File: src/rtl/removal_sequencer.sv
// removal_sequencer
//   Holds a WIDTH x DEPTH occupancy grid loaded row by row, then drives an
//   external removal datapath pass after pass. The run ends when a pass removes
//   nothing or when MAX_PASSES passes have removed something. Each accepted
//   pass result replaces the stored grid and adds to the running total.
//
// Ports
//   clk, rst_n                      clock, asynchronous active-low reset
//   row_valid/row_ready/row_data    row load handshake (rows 0..DEPTH-1 in order)
//   start                           begin a run on a fully loaded grid
//   busy, done                      run in progress / run finished (level)
//   total_removed, pass_count, err  run results (err: pass limit or saturation)
//   eval_req, eval_grid             request and grid offered to the datapath
//   eval_ack, eval_next_grid,
//   eval_removed, eval_any          datapath result for the current request
//   grid_rd_row, grid_rd_data       combinational readback of one stored row
module removal_sequencer #(
  parameter  int WIDTH      = 16,
  parameter  int DEPTH      = 16,
  parameter  int MAX_PASSES = 64,
  localparam int CW         = $clog2(WIDTH*DEPTH+1),
  localparam int PW         = $clog2(MAX_PASSES+1),
  localparam int RW         = $clog2(DEPTH)
) (
  input  logic                   clk,
  input  logic                   rst_n,
  input  logic                   row_valid,
  output logic                   row_ready,
  input  logic [WIDTH-1:0]       row_data,
  input  logic                   start,
  output logic                   busy,
  output logic                   done,
  output logic [CW-1:0]          total_removed,
  output logic [PW-1:0]          pass_count,
  output logic                   err,
  output logic                   eval_req,
  output logic [WIDTH*DEPTH-1:0] eval_grid,
  input  logic                   eval_ack,
  input  logic [WIDTH*DEPTH-1:0] eval_next_grid,
  input  logic [CW-1:0]          eval_removed,
  input  logic                   eval_any,
  input  logic [RW-1:0]          grid_rd_row,
  output logic [WIDTH-1:0]       grid_rd_data
);

  typedef enum logic [1:0] {
    ST_IDLE   = 2'd0,
    ST_EVAL   = 2'd1,
    ST_UPDATE = 2'd2,
    ST_DONE   = 2'd3
  } state_t;

  state_t           state_reg;
  logic [WIDTH-1:0] grid_reg [DEPTH];
  logic [RW-1:0]    row_cnt_reg;
  logic             loaded_reg;
  logic [CW-1:0]    total_reg;
  logic [PW-1:0]    pass_reg;
  logic             err_reg;

  logic             row_accept;
  logic             start_ok;
  logic [CW:0]      sum_next;

  // Status outputs are plain decodes of the state register.
  assign row_ready = (state_reg == ST_IDLE) || (state_reg == ST_DONE);
  assign busy      = (state_reg == ST_EVAL) || (state_reg == ST_UPDATE);
  assign done      = (state_reg == ST_DONE);
  assign eval_req  = (state_reg == ST_EVAL);

  assign total_removed = total_reg;
  assign pass_count    = pass_reg;
  assign err           = err_reg;

  assign row_accept = row_valid && row_ready;
  // loaded_reg is the pre-edge value, so a start arriving with the row that
  // completes the very first load is ignored.
  assign start_ok   = start && row_ready && loaded_reg;

  // One extra bit catches overflow of the running total.
  assign sum_next = {1'b0, total_reg} + {1'b0, eval_removed};

  genvar gi;
  generate
    for (gi = 0; gi < DEPTH; gi++) begin : g_flat
      assign eval_grid[gi*WIDTH +: WIDTH] = grid_reg[gi];
    end
  endgenerate

  assign grid_rd_data = (32'(grid_rd_row) < DEPTH) ? grid_reg[grid_rd_row] : '0;

  always_ff @(posedge clk or negedge rst_n) begin
    if (!rst_n) begin
      state_reg   <= ST_IDLE;
      for (int i = 0; i < DEPTH; i++) grid_reg[i] <= '0;
      row_cnt_reg <= '0;
      loaded_reg  <= 1'b0;
      total_reg   <= '0;
      pass_reg    <= '0;
      err_reg     <= 1'b0;
    end else begin
      // Rows are only accepted in IDLE/DONE, so they never collide with the
      // pass-result write below.
      if (row_accept) begin
        grid_reg[row_cnt_reg] <= row_data;
        if (row_cnt_reg == RW'(DEPTH-1)) begin
          row_cnt_reg <= '0;
          loaded_reg  <= 1'b1;
        end else begin
          row_cnt_reg <= row_cnt_reg + RW'(1);
        end
      end

      case (state_reg)
        ST_IDLE, ST_DONE: begin
          if (start_ok) begin
            total_reg <= '0;
            pass_reg  <= '0;
            err_reg   <= 1'b0;
            state_reg <= ST_EVAL;
          end else if (row_accept) begin
            state_reg <= ST_IDLE;
          end
        end

        ST_EVAL: begin
          if (eval_ack) begin
            pass_reg <= pass_reg + PW'(1);
            if (eval_any) begin
              for (int i = 0; i < DEPTH; i++)
                grid_reg[i] <= eval_next_grid[i*WIDTH +: WIDTH];
              if (sum_next[CW]) begin
                total_reg <= '1;
                err_reg   <= 1'b1;
              end else begin
                total_reg <= sum_next[CW-1:0];
              end
              state_reg <= ST_UPDATE;
            end else begin
              state_reg <= ST_DONE;
            end
          end
        end

        ST_UPDATE: begin
          if (pass_reg == PW'(MAX_PASSES)) begin
            err_reg   <= 1'b1;
            state_reg <= ST_DONE;
          end else begin
            state_reg <= ST_EVAL;
          end
        end

        default: state_reg <= ST_IDLE;
      endcase
    end
  end

endmodule

File: config.mk
export PLATFORM = sky130hd
export DESIGN_NAME = removal_sequencer
export DESIGN_NICKNAME = d
export VERILOG_FILES = /design/src/rtl/removal_sequencer.sv
export SDC_FILE = /design/constraint.sdc
export NUM_CORES = 1
export LEC_CHECK = 0
export ABC_CLOCK_PERIOD_IN_PS = 2700
export CAP_MARGIN = 20
export CORE_AREA = 2 2 226 228
export DETAILED_ROUTE_END_ITERATION = 10
export DIE_AREA = 0 0 228 230
export GPL_TIMING_DRIVEN = 0
export PLACE_DENSITY = 0.72
export SYNTH_ARGS = -nofsm -noshare
export SYNTH_HDL_FRONTEND = slang
export SYNTH_SLANG_ARGS = --single-unit
File: constraint.sdc
create_clock -name clk -period 2.7 [get_ports clk]
set_input_delay 0.405 -clock clk [delete_from_list [all_inputs] [get_ports clk]]
set_output_delay 0.405 -clock clk [all_outputs]
set_load 0.02 [all_outputs]
==> tab_implementation.tex, run 1 <==
\begin{tabular}{lr}
\hline
Metric & Value \\
\hline
\multicolumn{2}{l}{\textbf{Logic synthesis}} \\
Post-synthesis register bit count & 280 \\
Netlist area before placement & 15600 um2 \\
Count of cell types in the netlist & 52 \\
Sequential cell area fraction in the yosys report & 44.8\% \\
Most used standard cells in the synthesized netlist & sky130\_fd\_sc\_hd\_\_dfrtp\_1, sky130\_fd\_sc\_hd\_\_nand2\_1, sky130\_fd\_sc\_hd\_\_mux2i\_1 \\
Post-synth EDFFs & 0 \\
Mean Syn Cell Area & 11.0 um2 \\
Count of yosys warnings during synthesis & 0 \\
Largest area contributor in the netlist & sky130\_fd\_sc\_hd\_\_dfrtp\_1 \\
Most common cell in the synthesized netlist & sky130\_fd\_sc\_hd\_\_dfrtp\_1 \\
Gate count of the mapped netlist & 1416 \\
Area contributors post-synth & sky130\_fd\_sc\_hd\_\_dfrtp\_1, sky130\_fd\_sc\_hd\_\_mux2i\_1, sky130\_fd\_sc\_hd\_\_o21ai\_0, sky130\_fd\_sc\_hd\_\_mux4\_2, sky130\_fd\_sc\_hd\_\_nand2\_1 \\
Synth Net Count & 1726 \\
Async set-reset flop share out of synthesis & 100\% \\
Area share of the largest cell type after synthesis & 44.8\% \\
Most used DFF post-synth & sky130\_fd\_sc\_hd\_\_dfrtp\_1 \\
\multicolumn{2}{l}{\textbf{Global routing}} \\
Total GRT Usage & 29.6\% \\
Antenna violations before repair & 8 \\
Maximum number of pins on one net before global-route repair & 112 \\
Overall overflow remaining after global route & 0 \\
First-pass GRT wire length & 112000 um \\
Number of global-route vias before repair & roughly 16000 \\
\multicolumn{2}{l}{\textbf{Timing}} \\
Final number of max-transition violations & 0 \\
Final critical delay including setup and external delays & $\sim$2.7 ns \\
Unrepaired setup endpoints after global routing & yes \\
Max Freq & 364 MHz \\
Max-slew headroom & between 30\% and 40\% \\
Final setup fails & 1 \\
Final total negative setup slack & -0.0491 ns \\
Worst Tran Pin Value & 0.958 ns \\
Final worst setup slack & -0.0491 ns \\
Worst Clk Skew & 0.0282 ns \\
Period utilisation layout & 102\% \\
Final count of hold timing violations & 0 \\
\multicolumn{2}{l}{\textbf{Floorplanning}} \\
Floorplan Core Area & 49900 um2 \\
Starting density of the core & 31.4\% \\
Die X & 228 um \\
Die area & 52400 um2 \\
Count of pins on the block boundary & 584 \\
Cell row count & 82 \\
Die boundary height & 230 um \\
\multicolumn{2}{l}{\textbf{Setup path}} \\
CP arrival & 2.34 ns \\
Critical path capture point type & primary output \\
Endpoint of the worst register-to-register path & eval\_grid[231] \\
Maximum fanout count along the critical path & 3 \\
Class of the most critical setup path & register to primary output \\
Required @ worst endpoint & $\sim$2.3 ns \\
Worst Reg-to-Reg Cells & 9 \\
CP startpoint kind & register \\
Setup slack of the most critical reg-to-reg path & 0.11 ns \\
FF-to-FF Start & state\_reg[1] \\
\multicolumn{2}{l}{\textbf{CTS}} \\
Number of clock sinks seen by CTS & 280 \\
Clock buffers created by TritonCTS & 35 \\
Buffer depth of the longest clock path & 3 \\
Clock-pin slew on the worst setup and hold paths & 0.06 ns \\
H-Tree Depth & 2 \\
CTS tree & done \\
CTS root buffer & sky130\_fd\_sc\_hd\_\_clkbuf\_16 \\
Clock latency on the worst-skew pair & 0.55 ns \\
\multicolumn{2}{l}{\textbf{Route}} \\
Initial DRT Pass Iterations & 5 \\
Total Wirelength & 80000 um \\
Via count & 15100 \\
Vias per cell & between 5 and 6 \\
Post-detailed-route wirelength per cell & 29.2 um \\
DRC & 0 \\
Remaining antenna violation count & 0 \\
DR iter-0 viols & 1360 \\
\multicolumn{2}{l}{\textbf{Cells and area}} \\
Count of placed standard cells in the final layout, fillers left out & 2740 \\
Utilization after layout & 47.1\% \\
Layout net count & around 2400 \\
Largest register FFs & 256 \\
Area added between synthesis and finish & 50.2\% \\
Combined flip-flop and latch cell area & 7010 um2 \\
Area of the multi-input gates & 7900 um2 \\
Share of final-layout standard cells stronger than drive strength 1 & 12.7\% \\
FILL cells & 4659 \\
\multicolumn{2}{l}{\textbf{Status}} \\
Failing checks & negative setup slack \\
Status & complete, but fails checks \\
\multicolumn{2}{l}{\textbf{Placement}} \\
Total instance count after detailed placement & between 2000 and 3000 \\
Final weighted congestion in routability-driven placement & between 0.9 and 1 \\
HPWL after detailed placement & 61900 um \\
Number of input and output port buffers inserted & 579 \\
\multicolumn{2}{l}{\textbf{Min path}} \\
Worst Hold Class & primary input to register \\
Worst hold path depth & 3 \\
WHS Endpoint & eval\_grid[236] \\
Worst hold start & eval\_next\_grid[236] \\
\multicolumn{2}{l}{\textbf{Pwr}} \\
Leak & 0.00942 uW \\
Worst IR Drop VDD & $\sim$560 uV \\
Power Dens Cells & 1150 nW/um2 \\
\multicolumn{2}{l}{\textbf{Run}} \\
Maximum Capacitance Violations & 0 \\
\hline
\end{tabular}
==> worst max-delay path, stage by stage, from the launching register on <==
cell                              delay (ns)
sky130_fd_sc_hd__dfrtp_1                0.46
sky130_fd_sc_hd__mux4_2                 0.57
sky130_fd_sc_hd__mux4_2                 0.47
sky130_fd_sc_hd__clkdlybuf4s15_2        0.29
==> area by class of cell <==
cell class                      count  area share, %
Tap cell                          672           3.58
Multi-Input combinational cell   1011           33.6
Antenna cell                        1         0.0107
Clock buffer                       54           4.55
Sequential cell                   280           29.9
Inverter                           11          0.176
Timing Repair Buffer              589           25.0
Clock inverter                      8          0.314
Buffer                            114           2.89
==> kinds of logic (layout without fill, tap and decap cells) <==
logic type,after synthesis,count (layout),synth area share [%]
mux,339,339,28.8
flops,280,280,44.8
fa+ha+maj,19,19,1.57
compound gates,315,315,10.8
buf+inv,125,776,4.25
other cells,0,1,0
xor+xnor,6,6,0.336
simple gates,332,332,9.43
==> worst max-delay path by stage <==
stage                        start                to  slack (ns)  depth (start not counted)
finish              eval_grid[117]   grid_rd_data[5]       -0.05                          3
global route        eval_grid[133]   grid_rd_data[5]       -0.07                          3
CTS                 eval_grid[133]   grid_rd_data[5]       -0.09                          3
detailed placement  grid_rd_row[1]   grid_rd_data[0]       -0.42                          5
global placement             rst_n    eval_grid[120]      -11.49                          1
floorplan           grid_rd_row[0]  grid_rd_data[10]        0.51                          4
==> layout by cell type (no fill, tap or decap), types with 5 or more instances in the layout <==
| master | netlist | final |
|---|---|---|
| sky130_fd_sc_hd__inv_1 | 11 | 11 |
| sky130_fd_sc_hd__clkbuf_2 | 0 | 22 |
| sky130_fd_sc_hd__buf_4 | 6 | 20 |
| sky130_fd_sc_hd__clkdlybuf4s50_1 | 0 | 562 |
| sky130_fd_sc_hd__mux4_1 | 29 | 10 |
| sky130_fd_sc_hd__clkbuf_8 | 0 | 8 |
| sky130_fd_sc_hd__buf_2 | 38 | 39 |
| sky130_fd_sc_hd__a22o_1 | 8 | 8 |
| sky130_fd_sc_hd__dfrtp_2 | 0 | 5 |
| sky130_fd_sc_hd__mux4_2 | 49 | 68 |
| sky130_fd_sc_hd__nand3_1 | 6 | 6 |
| sky130_fd_sc_hd__dfrtp_1 | 280 | 275 |
| sky130_fd_sc_hd__mux2i_1 | 256 | 256 |
| sky130_fd_sc_hd__buf_6 | 16 | 18 |
| sky130_fd_sc_hd__ha_1 | 18 | 18 |
| sky130_fd_sc_hd__clkbuf_1 | 51 | 40 |
| sky130_fd_sc_hd__a21o_1 | 6 | 6 |
| sky130_fd_sc_hd__a221o_1 | 5 | 5 |
| sky130_fd_sc_hd__nor2_4 | 9 | 9 |
| sky130_fd_sc_hd__o21ai_1 | 37 | 37 |
| sky130_fd_sc_hd__nand2_1 | 270 | 270 |
| sky130_fd_sc_hd__clkbuf_16 | 0 | 37 |
| sky130_fd_sc_hd__a21oi_1 | 11 | 11 |
| sky130_fd_sc_hd__o21ai_0 | 234 | 234 |
| sky130_fd_sc_hd__nor2_1 | 15 | 15 |
==> repair_timing <==
action | 4_1_cts | 5_1_grt
endpoints found under the hold margin | 68 | 0
hold buffers | 1 | 0
setup endpoints to repair | 178 | 115
buffers inserted | 2 | 5
resized for setup | 99 | 37
==> power breakdown <==
group | internal (uW) | switching (uW)
sequential | 6140 | 2020
combinational | 6380 | 7640
clock | 2820 | 1960
==> metal layers <==
metal	up-vias	part of all wire [%]	GRT usage [%]	wire (um)
li1	6352	-	-	-
met1	7581	39	36.5	31200
met2	1006	48	50.2	38500
met3	189	8.9	7.29	7130
met4	4	3.9	11.2	3120
met5	-	0.034	0	27
==> through the flow <==
stage	power, uW	hold WS (ns)	setup WS [ns]	area, um2
6_report	27000	0.407	-0.0491	23500
4_1_cts	26900	0.379	-0.0862	23500
3_5_place_dp	22000	0.407	-0.418	22300
5_1_grt	28000	0.405	-0.0676	23500
2_1_floorplan	14400	0.109	0.511	15600
3_3_place_gp	21700	0.495	-11.49	22300
Power figures use the tool's default switching activity.
==> run 2: changes to the inputs <==
- SKIP_LAST_GASP: unset -> 1
==> run 2 against run 1 <==
The flow still finishes with violations (negative setup slack); worst setup slack better by 0.047 ns; first-iteration DRC count fell by 0.96%; maximum frequency up 1.7%; critical path type unchanged; critical endpoint is now grid_rd_data[2]; largest power group unchanged.
==> tab_implementation.tex, run 2 (same netlist as run 1, synthesis figures left out) <==
\begin{tabular}{lr}
\hline
Metric & Value \\
\hline
\multicolumn{2}{l}{\textbf{Status}} \\
Status & complete, but fails checks (unchanged) \\
Failing checks & negative setup slack (unchanged) \\
\multicolumn{2}{l}{\textbf{CTS}} \\
Clock buffers created by TritonCTS & 35 (unchanged) \\
Clock-pin slew on the worst setup and hold paths & 0.06 ns (about the same) \\
Clock latency on the worst-skew pair & 0.55 ns (about the same) \\
Buffer depth of the longest clock path & 3 (unchanged) \\
H-Tree Depth & 2 (unchanged) \\
Number of clock sinks seen by CTS & 280 (unchanged) \\
CTS root buffer & sky130\_fd\_sc\_hd\_\_clkbuf\_16 (unchanged) \\
CTS tree & done (unchanged) \\
\multicolumn{2}{l}{\textbf{Cells and area}} \\
Share of final-layout standard cells stronger than drive strength 1 & 12.6\% (was 12.7\%) \\
Commonest non-fill, non-tap cell in the layout & sky130\_fd\_sc\_hd\_\_clkdlybuf4s50\_1 (unchanged) \\
Area added between synthesis and finish & 50.1\% (was 50.2\%) \\
Layout net count & 2351 (was 2352) \\
Largest register FFs & 256 (unchanged) \\
Highest-count cells in the layout ignoring fill and taps & sky130\_fd\_sc\_hd\_\_clkdlybuf4s50\_1, sky130\_fd\_sc\_hd\_\_dfrtp\_1, sky130\_fd\_sc\_hd\_\_nand2\_1, sky130\_fd\_sc\_hd\_\_mux2i\_1, sky130\_fd\_sc\_hd\_\_o21ai\_0 (unchanged) \\
Final cell area excluding filler cells & 23500 um2 (about the same) \\
\multicolumn{2}{l}{\textbf{Global routing}} \\
Maximum number of pins on one net before global-route repair & 112 (unchanged) \\
Number of global-route vias before repair & 15600 (about the same) \\
First-pass GRT wire length & 112000 um (about the same) \\
Antenna violations before repair & 8 (unchanged) \\
Total GRT Usage & 29.6\% (about the same) \\
Overall overflow remaining after global route & 0 (unchanged) \\
\multicolumn{2}{l}{\textbf{Pwr}} \\
Worst IR Drop VDD & 562 uV (was 564 uV) \\
Combinational power share & 52.0\% (about the same) \\
Sw frac & 43.1\% (about the same) \\
Portion of total power attributed to sequential cells & 30.3\% (about the same) \\
Cell internal pwr & 15300 uW (about the same) \\
Clock power share & 17.7\% (about the same) \\
Net Sw Power & 11600 uW (about the same) \\
Leak & 0.00941 uW (was 0.00942 uW) \\
Power Dens Cells & 1150 nW/um2 (about the same) \\
\multicolumn{2}{l}{\textbf{Setup path}} \\
Maximum fanout count along the critical path & 3 (unchanged) \\
CP startpoint kind & register (unchanged) \\
Largest delay contributor family on the critical path & multiplexers (unchanged) \\
Critical path capture point type & primary output (unchanged) \\
CP peak stage delay & 0.68 ns (was 0.57 ns) \\
CP arrival & 2.30 ns (was 2.34 ns) \\
Class of the most critical setup path & register to primary output (unchanged) \\
Cell with the biggest individual delay on the critical path & sky130\_fd\_sc\_hd\_\_mux4\_4 (was sky130\_fd\_sc\_hd\_\_mux4\_2) \\
Cells along the critical path & mux4\_4 -> mux4\_2 -> buf\_6 (was mux4\_2 -> mux4\_2 -> clkdlybuf4s15\_2) \\
Worst path bufs/invs & 1 (unchanged) \\
Required @ worst endpoint & 2.30 ns (about the same) \\
\multicolumn{2}{l}{\textbf{Timing}} \\
Final worst setup slack & -0.00240 ns (was -0.0491 ns) \\
Final count of hold timing violations & 0 (unchanged) \\
Final critical delay including setup and external delays & 2.70 ns (was 2.75 ns) \\
Final total negative setup slack & -0.00240 ns (was -0.0491 ns) \\
Unrepaired setup endpoints after global routing & yes (unchanged) \\
Worst Clk Skew & 0.0302 ns (was 0.0282 ns) \\
Max Freq & 370 MHz (was 364 MHz) \\
Worst Tran Pin Value & 0.935 ns (was 0.958 ns) \\
Final setup fails & 1 (unchanged) \\
Max-slew headroom & 37.7\% (was 36.1\%) \\
Final number of max-transition violations & 0 (unchanged) \\
Period utilisation layout & 100\% (was 102\%) \\
\multicolumn{2}{l}{\textbf{Placement}} \\
Number of input and output port buffers inserted & 579 (unchanged) \\
Standard cell area after detailed placement & 22300 um2 (unchanged) \\
Final weighted congestion in routability-driven placement & 0.952 (unchanged) \\
HPWL after detailed placement & 61900 um (unchanged) \\
\multicolumn{2}{l}{\textbf{Route}} \\
DRC & 0 (unchanged) \\
Total Wirelength & 79900 um (was 80000 um) \\
Remaining antenna violation count & 0 (unchanged) \\
DR iter-0 viols & 1347 (was 1360) \\
Vias per cell & 5.50 (was 5.52) \\
Via count & 15100 (about the same) \\
Post-detailed-route wirelength per cell & 29.2 um (about the same) \\
Initial DRT Pass Iterations & 5 (unchanged) \\
\multicolumn{2}{l}{\textbf{Min path}} \\
Worst Hold Class & primary input to register (unchanged) \\
\multicolumn{2}{l}{\textbf{Floorplanning}} \\
Cell row count & 82 (unchanged) \\
Floorplan Core Area & 49900 um2 (unchanged) \\
Count of pins on the block boundary & 584 (unchanged) \\
Die area & 52400 um2 (unchanged) \\
Starting density of the core & 31.4\% (unchanged) \\
Die boundary height & 230 um (unchanged) \\
Die X & 228 um (unchanged) \\
\multicolumn{2}{l}{\textbf{Run}} \\
Maximum Capacitance Violations & 0 (unchanged) \\
\hline
\end{tabular}
==> run 2: cell type report <==
type	count	area (um2)
Antenna cell	1	2.50
Buffer	114	679
Clock buffer	54	1070
Clock inverter	8	73.8
Fill cell	4662	26400
Inverter	11	41.3
Multi-Input combinational cell	1011	7900
Sequential cell	280	7010
Tap cell	672	841
Timing Repair Buffer	588	5860
==> run 2: worst reg2reg max path, stage by stage (launching register included) <==
cell and delay (ns):
sky130_fd_sc_hd__dfrtp_1 0.41, sky130_fd_sc_hd__inv_1 0.06, sky130_fd_sc_hd__ha_1 0.41, sky130_fd_sc_hd__and2_4 0.25
sky130_fd_sc_hd__buf_6 0.19, sky130_fd_sc_hd__nand3_2 0.33, sky130_fd_sc_hd__buf_2 0.40, sky130_fd_sc_hd__mux2i_1 0.25
sky130_fd_sc_hd__o21ai_0 0.12
==> run 2: final timing paths <==
path | start | endpoint | slack, ns | cells past startpoint
min in group asynchronous | rst_n | total_removed[8] | 0.43 | 2
worst min register to register | err | err | 0.51 | 1
max in group asynchronous | rst_n | eval_grid[74] | 1.20 | 3
worst max-delay path | eval_grid[114] | grid_rd_data[2] | -0.002 | 3
worst min-delay path | eval_next_grid[206] | eval_grid[206] | 0.41 | 3
worst max register to register | state_reg[0] | eval_grid[41] | 0.14 | 8
==> run 2: timing repair <==
action / in CTS / in global routing
endpoints found under the setup margin: 178 / 114
resized for setup: 93 / 42
hold endpoints to repair: 68 / 0
hold buffers: 1 / 0
buffers inserted: 2 / 4
==> run 2: through the flow <==
step                      power [uW]  setup slack [ns]  std cells  util, %  hold slack (ns)
after floorplan                14400             0.511       1416        -            0.109
after global placement         21700            -11.49       2667     44.7            0.495
after detailed placement       22000            -0.418       2669     44.8            0.407
after CTS                      26900            -0.254       2734     47.0            0.379
after global routing           28000           -0.0220       2739     47.1            0.405
final                          26900          -0.00240       2739     47.1            0.406
==> run 2: layer usage <==
metal	routed length [um]	GRT usage, %	part of all wire, %
met1	31600	36.3	40
met2	38500	50.2	48
met3	6760	7.50	8.5
met4	3090	11.1	3.9
met5	25	0	0.031
==> run 2: power groups by stage <==
stage / Sequential (uW) / Clock [uW] / Combinational [uW]
final: 8160 / 4780 / 14000
after global routing: 8310 / 4970 / 14700
after CTS: 8080 / 4820 / 14000
after detailed placement: 8110 / 0 / 13900
after global placement: 8040 / 0 / 13700
after floorplan: 9690 / 0 / 4740
==> run 3: changes to the inputs <==
- ABC_CLOCK_PERIOD_IN_PS: 2700 -> 2350
- CORE_AREA: 2 2 226 228 -> 2 2 230 232
- DIE_AREA: 0 0 228 230 -> 0 0 232 234
- PLACE_DENSITY: 0.72 -> 0.73
- SLEW_MARGIN: unset -> 20
- clock period: 2.7 -> 2.35 ns (I/O delays scaled with it)
==> run 3 against run 2 <==
Critical path type unchanged; utilization grew 0.19 points; routed wire length grew 2.2%; largest cell class unchanged; the run still ends with negative setup slack left; sequential cell count is the same; design area grew 4.8%.
==> tab_implementation.tex, run 3 (same netlist as run 1, synthesis figures left out) <==
\begin{tabular}{lr}
\hline
Metric & Value \\
\hline
\multicolumn{2}{l}{\textbf{Timing}} \\
Final critical delay including setup and external delays & approximately 2.6 ns \\
Final setup fails & 16 (was 1) \\
Smallest hold slack & 0.324 ns (was 0.406 ns) \\
Period utilisation layout & 112\% \\
Unrepaired setup endpoints after global routing & yes (unchanged) \\
Max Freq & roughly 380 MHz \\
Final worst setup slack & -0.278 ns (was -0.00240 ns) \\
Final count of hold timing violations & 0 (unchanged) \\
Worst Tran Pin Value & 0.905 ns (was 0.935 ns) \\
Worst Clk Skew & 0.00987 ns (was 0.0302 ns) \\
Final number of max-transition violations & 0 (unchanged) \\
Max-slew headroom & 39.7\% (was 37.7\%) \\
\multicolumn{2}{l}{\textbf{CTS}} \\
Clock latency on the worst-skew pair & 0.54 ns (was 0.55 ns) \\
Number of clock sinks seen by CTS & 280 (unchanged) \\
Clock-pin slew on the worst setup and hold paths & 0.06 ns (about the same) \\
Clock buffers created by TritonCTS & 35 (unchanged) \\
CTS root buffer & sky130\_fd\_sc\_hd\_\_clkbuf\_16 (unchanged) \\
Buffer depth of the longest clock path & 3 (unchanged) \\
CTS tree & done (unchanged) \\
H-Tree Depth & 2 (unchanged) \\
\multicolumn{2}{l}{\textbf{Placement}} \\
Standard cell area after detailed placement & 22400 um2 (was 22300 um2) \\
HPWL after detailed placement & 63100 um (was 61900 um) \\
Worst slack, placed & -0.726 ns (was -0.418 ns) \\
Final weighted congestion in routability-driven placement & 0.937 (was 0.952) \\
Number of input and output port buffers inserted & 579 (unchanged) \\
\multicolumn{2}{l}{\textbf{Setup path}} \\
Critical path capture point type & primary output (unchanged) \\
Dominant cell type by count on the critical path & sky130\_fd\_sc\_hd\_\_mux4\_2 \\
Required @ worst endpoint & 2.00 ns (was 2.30 ns) \\
Cell with the biggest individual delay on the critical path & sky130\_fd\_sc\_hd\_\_mux4\_2 (was sky130\_fd\_sc\_hd\_\_mux4\_4) \\
CP peak stage delay & 0.61 ns (was 0.68 ns) \\
Class of the most critical setup path & register to primary output (unchanged) \\
CP startpoint kind & register (unchanged) \\
Worst Reg-to-Reg Cells & 8 (unchanged) \\
Maximum fanout count along the critical path & 2 (was 3) \\
CP arrival & 2.28 ns (was 2.30 ns) \\
Cells along the critical path & mux4\_2 -> mux4\_2 -> buf\_6 (was mux4\_4 -> mux4\_2 -> buf\_6) \\
\multicolumn{2}{l}{\textbf{Global routing}} \\
First-pass GRT wire length & 114000 um (was 112000 um) \\
Total GRT Usage & 29.2\% (was 29.6\%) \\
Number of global-route vias before repair & 16200 (was 15600) \\
Maximum number of pins on one net before global-route repair & 95 (was 112) \\
Overall overflow remaining after global route & 0 (unchanged) \\
Antenna violations before repair & 14 (was 8) \\
\multicolumn{2}{l}{\textbf{Pwr}} \\
Worst IR Drop VDD & 623 uV (was 562 uV) \\
Power Dens Cells & 1330 nW/um2 (was 1150 nW/um2) \\
Leak & 0.0101 uW (was 0.00941 uW) \\
\multicolumn{2}{l}{\textbf{Status}} \\
Status & complete, but fails checks (unchanged) \\
Failing checks & negative setup slack (unchanged) \\
\multicolumn{2}{l}{\textbf{Floorplanning}} \\
Die X & 232 um (was 228 um) \\
Floorplan Core Area & 52000 um2 (was 49900 um2) \\
Cell row count & 84 (was 82) \\
Count of pins on the block boundary & 584 (unchanged) \\
Die boundary height & 234 um (was 230 um) \\
Die area & 54300 um2 (was 52400 um2) \\
Starting density of the core & 30.1\% (was 31.4\%) \\
\multicolumn{2}{l}{\textbf{Route}} \\
Remaining antenna violation count & 0 (unchanged) \\
Total Wirelength & 81700 um (was 79900 um) \\
Post-detailed-route wirelength per cell & 28.5 um (was 29.2 um) \\
Initial DRT Pass Iterations & 5 (unchanged) \\
Via count & 15700 (was 15100) \\
DR iter-0 viols & 1147 (was 1347) \\
Vias per cell & 5.47 (was 5.50) \\
DRC & 0 (unchanged) \\
\multicolumn{2}{l}{\textbf{Cells and area}} \\
Layout net count & 2462 (was 2351) \\
Area added between synthesis and finish & 57.2\% (was 50.1\%) \\
Largest register FFs & 256 (unchanged) \\
Commonest non-fill, non-tap cell in the layout & sky130\_fd\_sc\_hd\_\_clkdlybuf4s50\_1 (unchanged) \\
Combined flip-flop and latch cell area & 7020 um2 (was 7010 um2) \\
Highest-count cells in the layout ignoring fill and taps & sky130\_fd\_sc\_hd\_\_clkdlybuf4s50\_1, sky130\_fd\_sc\_hd\_\_dfrtp\_1, sky130\_fd\_sc\_hd\_\_nand2\_1, sky130\_fd\_sc\_hd\_\_mux2i\_1, sky130\_fd\_sc\_hd\_\_o21ai\_0 (unchanged) \\
Area of the multi-input gates & 7940 um2 (was 7900 um2) \\
Share of final-layout standard cells stronger than drive strength 1 & 18.2\% (was 12.6\%) \\
FILL cells & 4921 (was 4662) \\
Final cell area excluding filler cells & 24600 um2 (was 23500 um2) \\
\multicolumn{2}{l}{\textbf{Run}} \\
Maximum Capacitance Violations & 0 (unchanged) \\
\multicolumn{2}{l}{\textbf{Min path}} \\
Worst Hold Class & primary input to async pin (was primary input to register) \\
\hline
\end{tabular}
-- run 3: final timing paths --
path	startpoint	endpoint	slack [ns]
max reg2reg	state_reg[0]	eval_grid[219]	0.05
min in group clk	eval_next_grid[95]	eval_grid[95]	0.36
max in group asynchronous	rst_n	eval_grid[122]	0.88
min	rst_n	total_removed[6]	0.32
min reg2reg	err	err	0.51
max	eval_grid[245]	grid_rd_data[5]	-0.28
-- run 3: per-layer routing --
layer  track usage, %  routed length (um)  up-vias
met3             6.89                7370      205
met1             35.9               31500     7900
met4             12.1                3400       12
met2             49.4               39400     1007
li1                 -                   -     6581
met5                0                  78        -
-- run 3: cell type report --
class                      count  share of cell area [%]
sequential                   280                    28.5
timing repair buffer         699                    27.6
multi-input combinational   1011                    32.3
clock buffer                  51                    4.22
inverter                      11                   0.168
buffer                       114                    2.97
tap                          688                    3.50
antenna                        5                  0.0509
clock inverter                11                   0.631
-- run 3: power breakdown --
group | switching, uW | internal (uW) | total [uW]
Clock | 2220 | 3500 | 5720
Combinational | 9420 | 8440 | 17900
Sequential | 2050 | 7060 | 9110
Total | 13700 | 19000 | 32700
-- run 3: critical path: cells and delay by family, from the launching register on --
family	cells	cell delay, ns
buffers and inverters	1	0.18
DFF	1	0.38
muxes	2	1.18
-- run 3: what timing repair did --
action | CTS | global route
setup endpoints to repair | 280 | 190
setup buffers | 81 | 35
pin swaps | 6 | 3
gates cloned | 0 | 0
hold endpoints to repair | 39 | 0
resized for setup | 180 | 25
hold buffers | 1 | 0
-- run 3: through the flow --
stage          TNS (ns)  cells  power, uW  utilization [%]
3_3_place_gp   -3305.15   2683      25000             42.9
2_1_floorplan         0   1416      16600                -
3_5_place_dp     -83.19   2686      25300             43.0
4_1_cts           -2.98   2830      32200             46.6
5_1_grt           -3.19   2867      34100             47.3
6_report          -2.66   2870      32700             47.3
